**src/rtl/dist_ram_pkg.sv**
```systemverilog
// rtl/dist_ram_pkg.sv - shared types, constants and lane merge for the distributed dual-port RAM
package dist_ram_pkg;

    localparam int LANE_W     = 4;
    localparam int MAX_DATA_W = 64;
    localparam int MAX_LANES  = MAX_DATA_W / LANE_W;

    typedef enum logic {
        IDLE  = 1'b0,
        CLEAR = 1'b1
    } clr_state_t;

    // Callers zero-extend narrower words into MAX_DATA_W and truncate the result back.
    function automatic logic [MAX_DATA_W-1:0] lane_merge(
        input logic [MAX_DATA_W-1:0] old_word,
        input logic [MAX_DATA_W-1:0] new_word,
        input logic [MAX_LANES-1:0]  be
    );
        logic [MAX_DATA_W-1:0] merged;
        merged = old_word;
        for (int i = 0; i < MAX_LANES; i++) begin
            if (be[i]) begin
                merged[i*LANE_W +: LANE_W] = new_word[i*LANE_W +: LANE_W];
            end
        end
        return merged;
    endfunction

endpackage

```
**src/rtl/dist_ram_clr_seq.sv**
```systemverilog
// rtl/dist_ram_clr_seq.sv - zero-fill sweep sequencer: IDLE/CLEAR FSM plus address counter
module dist_ram_clr_seq
    import dist_ram_pkg::*;
#(
    parameter int ADDR_W     = 4,
    parameter int CLR_ON_RST = 1
) (
    input  logic              clk,
    input  logic              rst,
    input  logic              clr_req,
    output logic              busy,
    output logic              clr_we,
    output logic [ADDR_W-1:0] clr_addr
);

    localparam clr_state_t        RST_STATE = (CLR_ON_RST != 0) ? CLEAR : IDLE;
    localparam logic [ADDR_W-1:0] LAST_ADDR = {ADDR_W{1'b1}};

    clr_state_t        state_q, state_d;
    logic [ADDR_W-1:0] cnt_q, cnt_d;

    always_ff @(posedge clk or posedge rst) begin
        if (rst) begin
            state_q <= RST_STATE;
            cnt_q   <= '0;
        end else begin
            state_q <= state_d;
            cnt_q   <= cnt_d;
        end
    end

    // Counter wraps to zero on the same edge that writes the last word.
    always_comb begin
        state_d = state_q;
        cnt_d   = cnt_q;
        case (state_q)
            IDLE: begin
                if (clr_req) begin
                    state_d = CLEAR;
                end
            end
            CLEAR: begin
                cnt_d = cnt_q + ADDR_W'(1);
                if (cnt_q == LAST_ADDR) begin
                    state_d = IDLE;
                end
            end
            default: begin
                state_d = IDLE;
                cnt_d   = '0;
            end
        endcase
    end

    always_comb begin
        busy     = (state_q == CLEAR);
        clr_we   = (state_q == CLEAR);
        clr_addr = cnt_q;
    end

endmodule

```
**src/rtl/dist_dpram_ctl.sv**
```systemverilog
// rtl/dist_dpram_ctl.sv - parametrised dual-port distributed RAM with lane writes, optional registered read and clear sweep
module dist_dpram_ctl
    import dist_ram_pkg::*;
#(
    parameter int DATA_W     = 4,
    parameter int ADDR_W     = 4,
    parameter int OUT_REG    = 0,
    parameter int RDW_MODE   = 0,
    parameter int CLR_ON_RST = 1
) (
    input  logic                     WCK,
    input  logic                     RST,
    input  logic                     WRE,
    input  logic [DATA_W/4-1:0]      WBE,
    input  logic [ADDR_W-1:0]        WAD,
    input  logic [DATA_W-1:0]        DI,
    input  logic [ADDR_W-1:0]        RAD,
    input  logic                     RE,
    input  logic                     CLR_REQ,
    output logic [DATA_W-1:0]        DO,
    output logic                     BUSY
);

    localparam int DEPTH = 1 << ADDR_W;

    logic [DATA_W-1:0] mem_q [DEPTH];
    logic [DATA_W-1:0] do_q, do_d;

    logic              busy;
    logic              clr_we;
    logic [ADDR_W-1:0] clr_addr;

    logic              user_wr;
    logic [DATA_W-1:0] merged;
    logic [DATA_W-1:0] rd_word;
    logic              wr_en;
    logic [ADDR_W-1:0] wr_addr;
    logic [DATA_W-1:0] wr_data;

    dist_ram_clr_seq #(
        .ADDR_W     (ADDR_W),
        .CLR_ON_RST (CLR_ON_RST)
    ) u_clr_seq (
        .clk      (WCK),
        .rst      (RST),
        .clr_req  (CLR_REQ),
        .busy     (busy),
        .clr_we   (clr_we),
        .clr_addr (clr_addr)
    );

    // Only a clean 1 on WRE writes; X/Z and an all-zero lane mask are no-ops.
    always_comb begin
        user_wr = (WRE === 1'b1) && !busy && (|WBE);
        merged  = DATA_W'(lane_merge(MAX_DATA_W'(mem_q[WAD]), MAX_DATA_W'(DI), MAX_LANES'(WBE)));
        rd_word = mem_q[RAD];
    end

    always_comb begin
        wr_en   = 1'b0;
        wr_addr = WAD;
        wr_data = merged;
        if (clr_we) begin
            wr_en   = 1'b1;
            wr_addr = clr_addr;
            wr_data = '0;
        end else if (user_wr) begin
            wr_en   = 1'b1;
        end
    end

    always_ff @(posedge WCK) begin
        if (wr_en) begin
            mem_q[wr_addr] <= wr_data;
        end
    end

    // Same-address bypass returns the merged word; otherwise the pre-edge word is captured.
    always_comb begin
        do_d = do_q;
        if (busy) begin
            do_d = '0;
        end else if (RE) begin
            if ((RDW_MODE != 0) && user_wr && (RAD == WAD)) begin
                do_d = merged;
            end else begin
                do_d = rd_word;
            end
        end
    end

    always_ff @(posedge WCK or posedge RST) begin
        if (RST) begin
            do_q <= '0;
        end else begin
            do_q <= do_d;
        end
    end

    always_comb begin
        BUSY = busy;
        if (busy) begin
            DO = '0;
        end else if (OUT_REG != 0) begin
            DO = do_q;
        end else begin
            DO = rd_word;
        end
    end

endmodule
```
**config.mk**
```make
export PLATFORM = sky130hd
export DESIGN_NAME = dist_dpram_ctl
export DESIGN_NICKNAME = d
export VERILOG_FILES = /design/src/rtl/dist_ram_pkg.sv /design/src/rtl/dist_ram_clr_seq.sv /design/src/rtl/dist_dpram_ctl.sv
export SDC_FILE = /design/constraint.sdc
export NUM_CORES = 1
export LEC_CHECK = 0
export CAP_MARGIN = 10
export CORE_MARGIN = 2
export CORE_UTILIZATION = 59
export CTS_CLUSTER_SIZE = 8
export DETAILED_ROUTE_END_ITERATION = 8
export PLACE_DENSITY = 0.84
export SYNTH_ARGS = -nofsm -noshare
export SYNTH_HDL_FRONTEND = slang
export SYNTH_HIERARCHICAL = 1
export SYNTH_SLANG_ARGS = --single-unit
```
**constraint.sdc**
```tcl
create_clock -name WCK -period 4.38 [get_ports WCK]
set_input_delay 0.657 -clock WCK [delete_from_list [all_inputs] [get_ports WCK]]
set_output_delay 0.657 -clock WCK [all_outputs]
set_load 0.05 [all_outputs]
```
==> results of run 1 <==
==> final cells by class <==
cell class	count	area share
inverters	4	0.00386
flip-flops and latches	69	0.527
clock inverters	2	0.00901
well taps	75	0.0241
clock buffers	14	0.0393
repair buffers	23	0.0567
multi-input cells	155	0.340
==> how the worst max path moves through the flow <==
stage / from / to / slack (ps) / depth (start not counted)
6_report: RAD[0] / DO[2] / 650 / 6
5_1_grt: RAD[0] / DO[2] / 540 / 6
4_1_cts: RAD[0] / DO[2] / 650 / 6
3_5_place_dp: RAD[0] / DO[2] / 660 / 6
3_3_place_gp: RAD[0] / DO[2] / 690 / 6
2_1_floorplan: RAD[0] / DO[0] / 1640 / 5
==> layer usage <==
metal	vias up	routed length [µm]
met4	0	193
met5	-	0
met2	136	3860
met1	1095	2760
li1	987	-
met3	24	681
==> logic make-up after synthesis <==
logic type,after synthesis,synth area share
compound gates,23,0.0455
xor+xnor,3,0.00752
fa+ha+maj,1,0.00358
buf+inv,19,0.0361
flops,69,0.586
mux,59,0.233
simple gates,69,0.0881
==> power groups by stage <==
stage	sequential [mW]	combinational [mW]	clock, mW
floorplan	1.04	0.441	0
global placement	1.07	0.574	0
detailed placement	1.08	0.590	0
CTS	1.07	0.595	0.499
global route	1.09	0.650	0.528
finish	1.07	0.598	0.495
==> worst register-to-register path, cell delays in order (launching register included) <==
cell     delay, ps
dfstp_2        830
or3_1          280
a21oi_1         70
nand3_1        120
nand3_1        400
==> placed cells by master (no fill, tap or decap) <==
cell,count
a21oi_1,5
a22oi_1,8
a31oi_1,2
a41oi_1,1
and2_1,1
buf_2,1
buf_4,2
bufinv_16,1
clkbuf_1,4
clkbuf_8,10
clkdlybuf4s50_1,20
clkinv_2,1
dfrtp_1,4
dfstp_2,1
edfxtp_1,64
ha_1,1
inv_1,4
mux2_2,2
mux2i_1,41
mux4_1,6
mux4_2,10
nand2_1,25
nand2b_1,2
nand3_1,8
nand4_1,5
nor2_1,20
nor2b_1,3
nor3_1,2
nor3b_1,1
o22ai_1,4
o32a_1,1
o41ai_1,2
or2_2,1
or3_1,1
xnor2_1,2
xor2_1,1
==> state kept, by name, summed over array words and instances (netlist names) <==
register,cells
mem_q,64
u_clr_seq/clr_addr,4
u_clr_seq/busy,1
==> stage by stage <==
| stage | utilization | area [µm²] | total power, mW | setup WS [ps] |
|---|---|---|---|---|
| after detailed placement | 0.636 | 3700 | 1.67 | 664 |
| after global routing | 0.668 | 3890 | 2.27 | 542 |
| after CTS | 0.668 | 3890 | 2.16 | 647 |
| after global placement | 0.636 | 3700 | 1.64 | 692 |
| final | 0.668 | 3890 | 2.16 | 651 |
| after floorplan | - | 3500 | 1.48 | 1640 |
==> qor.txt, run 1 <==
flop-to-flop setup slack - 2260 ps
DR pass1 iterations - 5
full die area - 6560 µm²
P_int - 1.45 mW
global route overflow - 0
fmax - 268 MHz
Crit-path slowest cell - clkdlybuf4s50_1
clock latency on the worst-skew pair - 340 ps
GR Util met2 - 0.422
minimum clock period - 3730 ps
placed insts - 326
Fin Clk Skew - 6.50 ps
Die X - 81.0 µm
Core Footprint - 5820 µm²
Comb pwr share - 0.276
Top Usage Layer GRT - met2
met3 Use GR - 0.0667
Hold Crit Class - in2async
Hold Violations, Final - 0
syn nets - 262
Die H - 81.0 µm
DRC Markers - 0
post_cts resized - 0
Layout fillers - 429
Inserted Clock Buffers - 9
dominant cell type by area after synthesis - edfxtp_1
Maximum Capacitance Violations - 0
asr flop ratio synth - 0.0725
H-tree levels - 3
Routed Antenna Nets - 0
RSZ-0062 raised after global routing - no
r2r worst-path depth - 4
WL/cell - 21.9 µm
largest stage delay on the critical path - 720 ps
Setup TNS Final - 0 ps
CTS clk-pin slew, worst paths - 70 ps
Net count, final - 281
post-synthesis sequential area ratio - 0.586
Avg Synthesized Cell Area - 14.4 µm²
# diodes - 0
number of port buffers - 21
CTS Hold Buffers Added - 0
Setup Fix Bufs, Post-CTS - 0
leading cell types by count after synthesis - 64 x edfxtp_1, 41 x mux2i_1, 25 x nand2_1
pin count of the biggest net entering global routing - 35
worst reg2reg startpoint - u_clr_seq/busy$_DFF_PP1_
Sw Share - 0.330
vias in the first global route - 2,217
Buf/Inv on CP - 3
Syn Std Cell Area - 3500 µm²
cell family with most CP delay - buffers and inverters
Slew Limit Fails - 0
initial core utilization - 0.601
IR Drop Worst-Case VDD - 392 µV
synthesized instance count - 243
critical path cell sequence - clkdlybuf4s50_1 > buf_4 > mux4_1 > mux2i_1 > o22ai_1 > clkdlybuf4s50_1
gpl congestion - 0.871
first-pass GRT wire length - 11.4 mm
Root Driver - clkbuf_8
drt first-iter violations - 339
hold_ws - 505 ps
Slew headroom - 0.323
via/cell ratio - 6.56
FF+latch area - 2050 µm²
Synth Flop Type - edfxtp_1
TritonCTS clock tree - built
Yosys reg bits - 69
initial antenna violation count - 0
share of cells above drive strength 1 - 0.109
status - completed
CP arrival - 3070 ps
Most common cell on crit path - clkdlybuf4s50_1
Yosys warning count - 6
area of the multi-input gates - 1320 µm²
Synth top area share - 0.550
Clk pwr share - 0.229
Post-Route WL - 7.50 mm
Worst R2R End - mem_q[8][1]$_DFFE_PP_
overall routing resource usage - 0.252
crit share post-route - 0.851
IO Count - 23
CP max FO - 16
CP Class - in2out
slew at the pin closest to its max-slew limit - 1010 ps
# setup viols final - 0
Critical Path Source Type - input port
top cells by area, synth - edfxtp_1 55%, mux2i_1 12%, mux4_2 6.4%
Sequential Power Share - 0.495
P_leak - 1.41 nW
Worst Setup End Kind - primary output
row count - 28
dpl hpwl - 5.28 mm
Clock Sinks - 69
CTS max path bufs - 2
Non-Filler Instances - 342
Distinct cells, synth - 34
Layout area overhead - 11.2%
Psw - 0.715 mW
pwr dens - 557 nW/µm²
most numerous cell in the Yosys netlist - edfxtp_1
met1 usage - 0.307
via total after detailed routing - 2,242
CP Data Required Time - 3720 ps
Post-synth EDFFs - 64
No activity file was read; power rests on OpenSTA's default activity.
==> inputs of run 2 (changes only) <==
CORE_MARGIN = default   (was 2)
==> qor.txt, run 2 (synthesis gave the netlist of run 1 again) <==
pwr dens - 547 nW/µm²
slew at the pin closest to its max-slew limit - 995 ps
Most common cell on crit path - clkdlybuf4s50_1
Reg with most FFs - mem_q
pre-CTS setup slack - 664 ps
Post-Route WL - 7.26 mm
vias in the first global route - 2,241
Fin Clk Skew - 8.37 ps
Root Driver - clkbuf_8
dpl hpwl - 5.14 mm
H-tree levels - 3
full die area - 6240 µm²
RSZ-0062 raised after global routing - no
fmax - 268 MHz
worst setup margin - 655 ps
Slew Limit Fails - 0
Slew headroom - 0.336
Hold Violations, Final - 0
commonest non-fill, non-tap cell in the layout - edfxtp_1
Setup TNS Final - 0 ps
CTS max path bufs - 2
FF+latch area - 2050 µm²
Largest register FFs - 64
flop-to-flop setup slack - 2270 ps
Die X - 79.0 µm
# setup viols final - 0
Layout area overhead - 10.6%
Critical Path Source Type - input port
Clock Sinks - 69
Die H - 79.0 µm
first-pass GRT wire length - 11.4 mm
IR Drop Worst-Case VDD - 413 µV
area of the multi-input gates - 1320 µm²
minimum clock period - 3730 ps
number of port buffers - 21
crit share post-route - 0.850
clock latency on the worst-skew pair - 340 ps
gpl congestion - 0.880
CP arrival - 3070 ps
Buf/Inv on CP - 3
Maximum Capacitance Violations - 0
DRC Markers - 0
initial core utilization - 0.623
WL/cell - 21.4 µm
TritonCTS clock tree - built
Core Footprint - 5610 µm²
final core occ - 0.689
initial antenna violation count - 0
global route overflow - 0
DR pass1 iterations - 5
Setup Fix Bufs, Post-CTS - 0
# diodes - 0
pin count of the biggest net entering global routing - 35
cell family with most CP delay - buffers and inverters
Worst Setup End Kind - primary output
largest stage delay on the critical path - 720 ps
Inserted Clock Buffers - 9
Net count, final - 281
share of cells above drive strength 1 - 0.109
overall routing resource usage - 0.260
IO Count - 23
row count - 27
most frequent cells in the layout - 64 x edfxtp_1, 41 x mux2i_1, 25 x nand2_1
drt first-iter violations - 183
P_leak - 1.40 nW
post_cts resized - 0
status - completed
Layout fillers - 413
CTS clk-pin slew, worst paths - 60 ps
CP max FO - 16
CTS Hold Buffers Added - 0
via total after detailed routing - 2,184
Crit-path slowest cell - clkdlybuf4s50_1
Routed Antenna Nets - 0
critical path cell sequence - clkdlybuf4s50_1 > buf_4 > mux4_2 > mux2i_1 > o22ai_1 > clkdlybuf4s50_1
via/cell ratio - 6.44
CP Data Required Time - 3720 ps
Hold Crit Class - in2async
CP Class - in2out
[run 2: cell types whose count changed in the layout (fill, tap and decap cells not counted), sizes merged]
cell | previous run | this run
bufinv | 1 | 0
clkinv | 1 | 2
[run 2: path summary, 6_finish.rpt]
kind                                                      to  cells past startpoint                              start
setup / recovery                                       DO[1]                      6                             RAD[0]
hold / removal             u_clr_seq/clr_addr[1]$_DFFE_PP0P_                      2                                RST
setup reg to reg                       mem_q[7][0]$_DFFE_PP_                      4           u_clr_seq/busy$_DFF_PP1_
hold reg to reg            u_clr_seq/clr_addr[3]$_DFFE_PP0P_                      1  u_clr_seq/clr_addr[3]$_DFFE_PP0P_
max in group asynchronous           u_clr_seq/busy$_DFF_PP1_                      2                                RST
min in group WCK           u_clr_seq/clr_addr[3]$_DFFE_PP0P_                      1  u_clr_seq/clr_addr[3]$_DFFE_PP0P_
[run 2: routing by layer]
| layer | track usage | part of all wire | wire length (µm) |
|---|---|---|---|
| met5 | 0 | 0 | 0 |
| met4 | 0.138 | 0.031 | 224 |
| met3 | 0.0552 | 0.071 | 516 |
| met2 | 0.428 | 0.50 | 3600 |
| met1 | 0.322 | 0.40 | 2920 |
[run 2: per-stage QoR]
| stage | instances | power (mW) | hold slack, ps | cell area, µm² |
|---|---|---|---|---|
| final | 339 | 2.11 | 505 | 3870 |
| after global routing | 339 | 2.20 | 523 | 3870 |
| after CTS | 339 | 2.11 | 501 | 3870 |
| after detailed placement | 323 | 1.67 | 525 | 3690 |
| after global placement | 323 | 1.65 | 519 | 3690 |
| after floorplan | 243 | 1.48 | 435 | 3500 |
[run 2: power by group]
group	leakage, nW	total (mW)	switching [mW]	internal (mW)
Sequential	0.655	1.07	0.119	0.947
Combinational	0.661	0.595	0.372	0.223
Clock	0.0881	0.452	0.218	0.234
[run 2: final cells by class]
class                   count  area share
flip-flops and latches     69       0.530
clock inverters             2     0.00227
clock buffers              14      0.0421
well taps                  72      0.0233
repair buffers             23      0.0570
inverters                   4     0.00388
multi-input cells         155       0.342
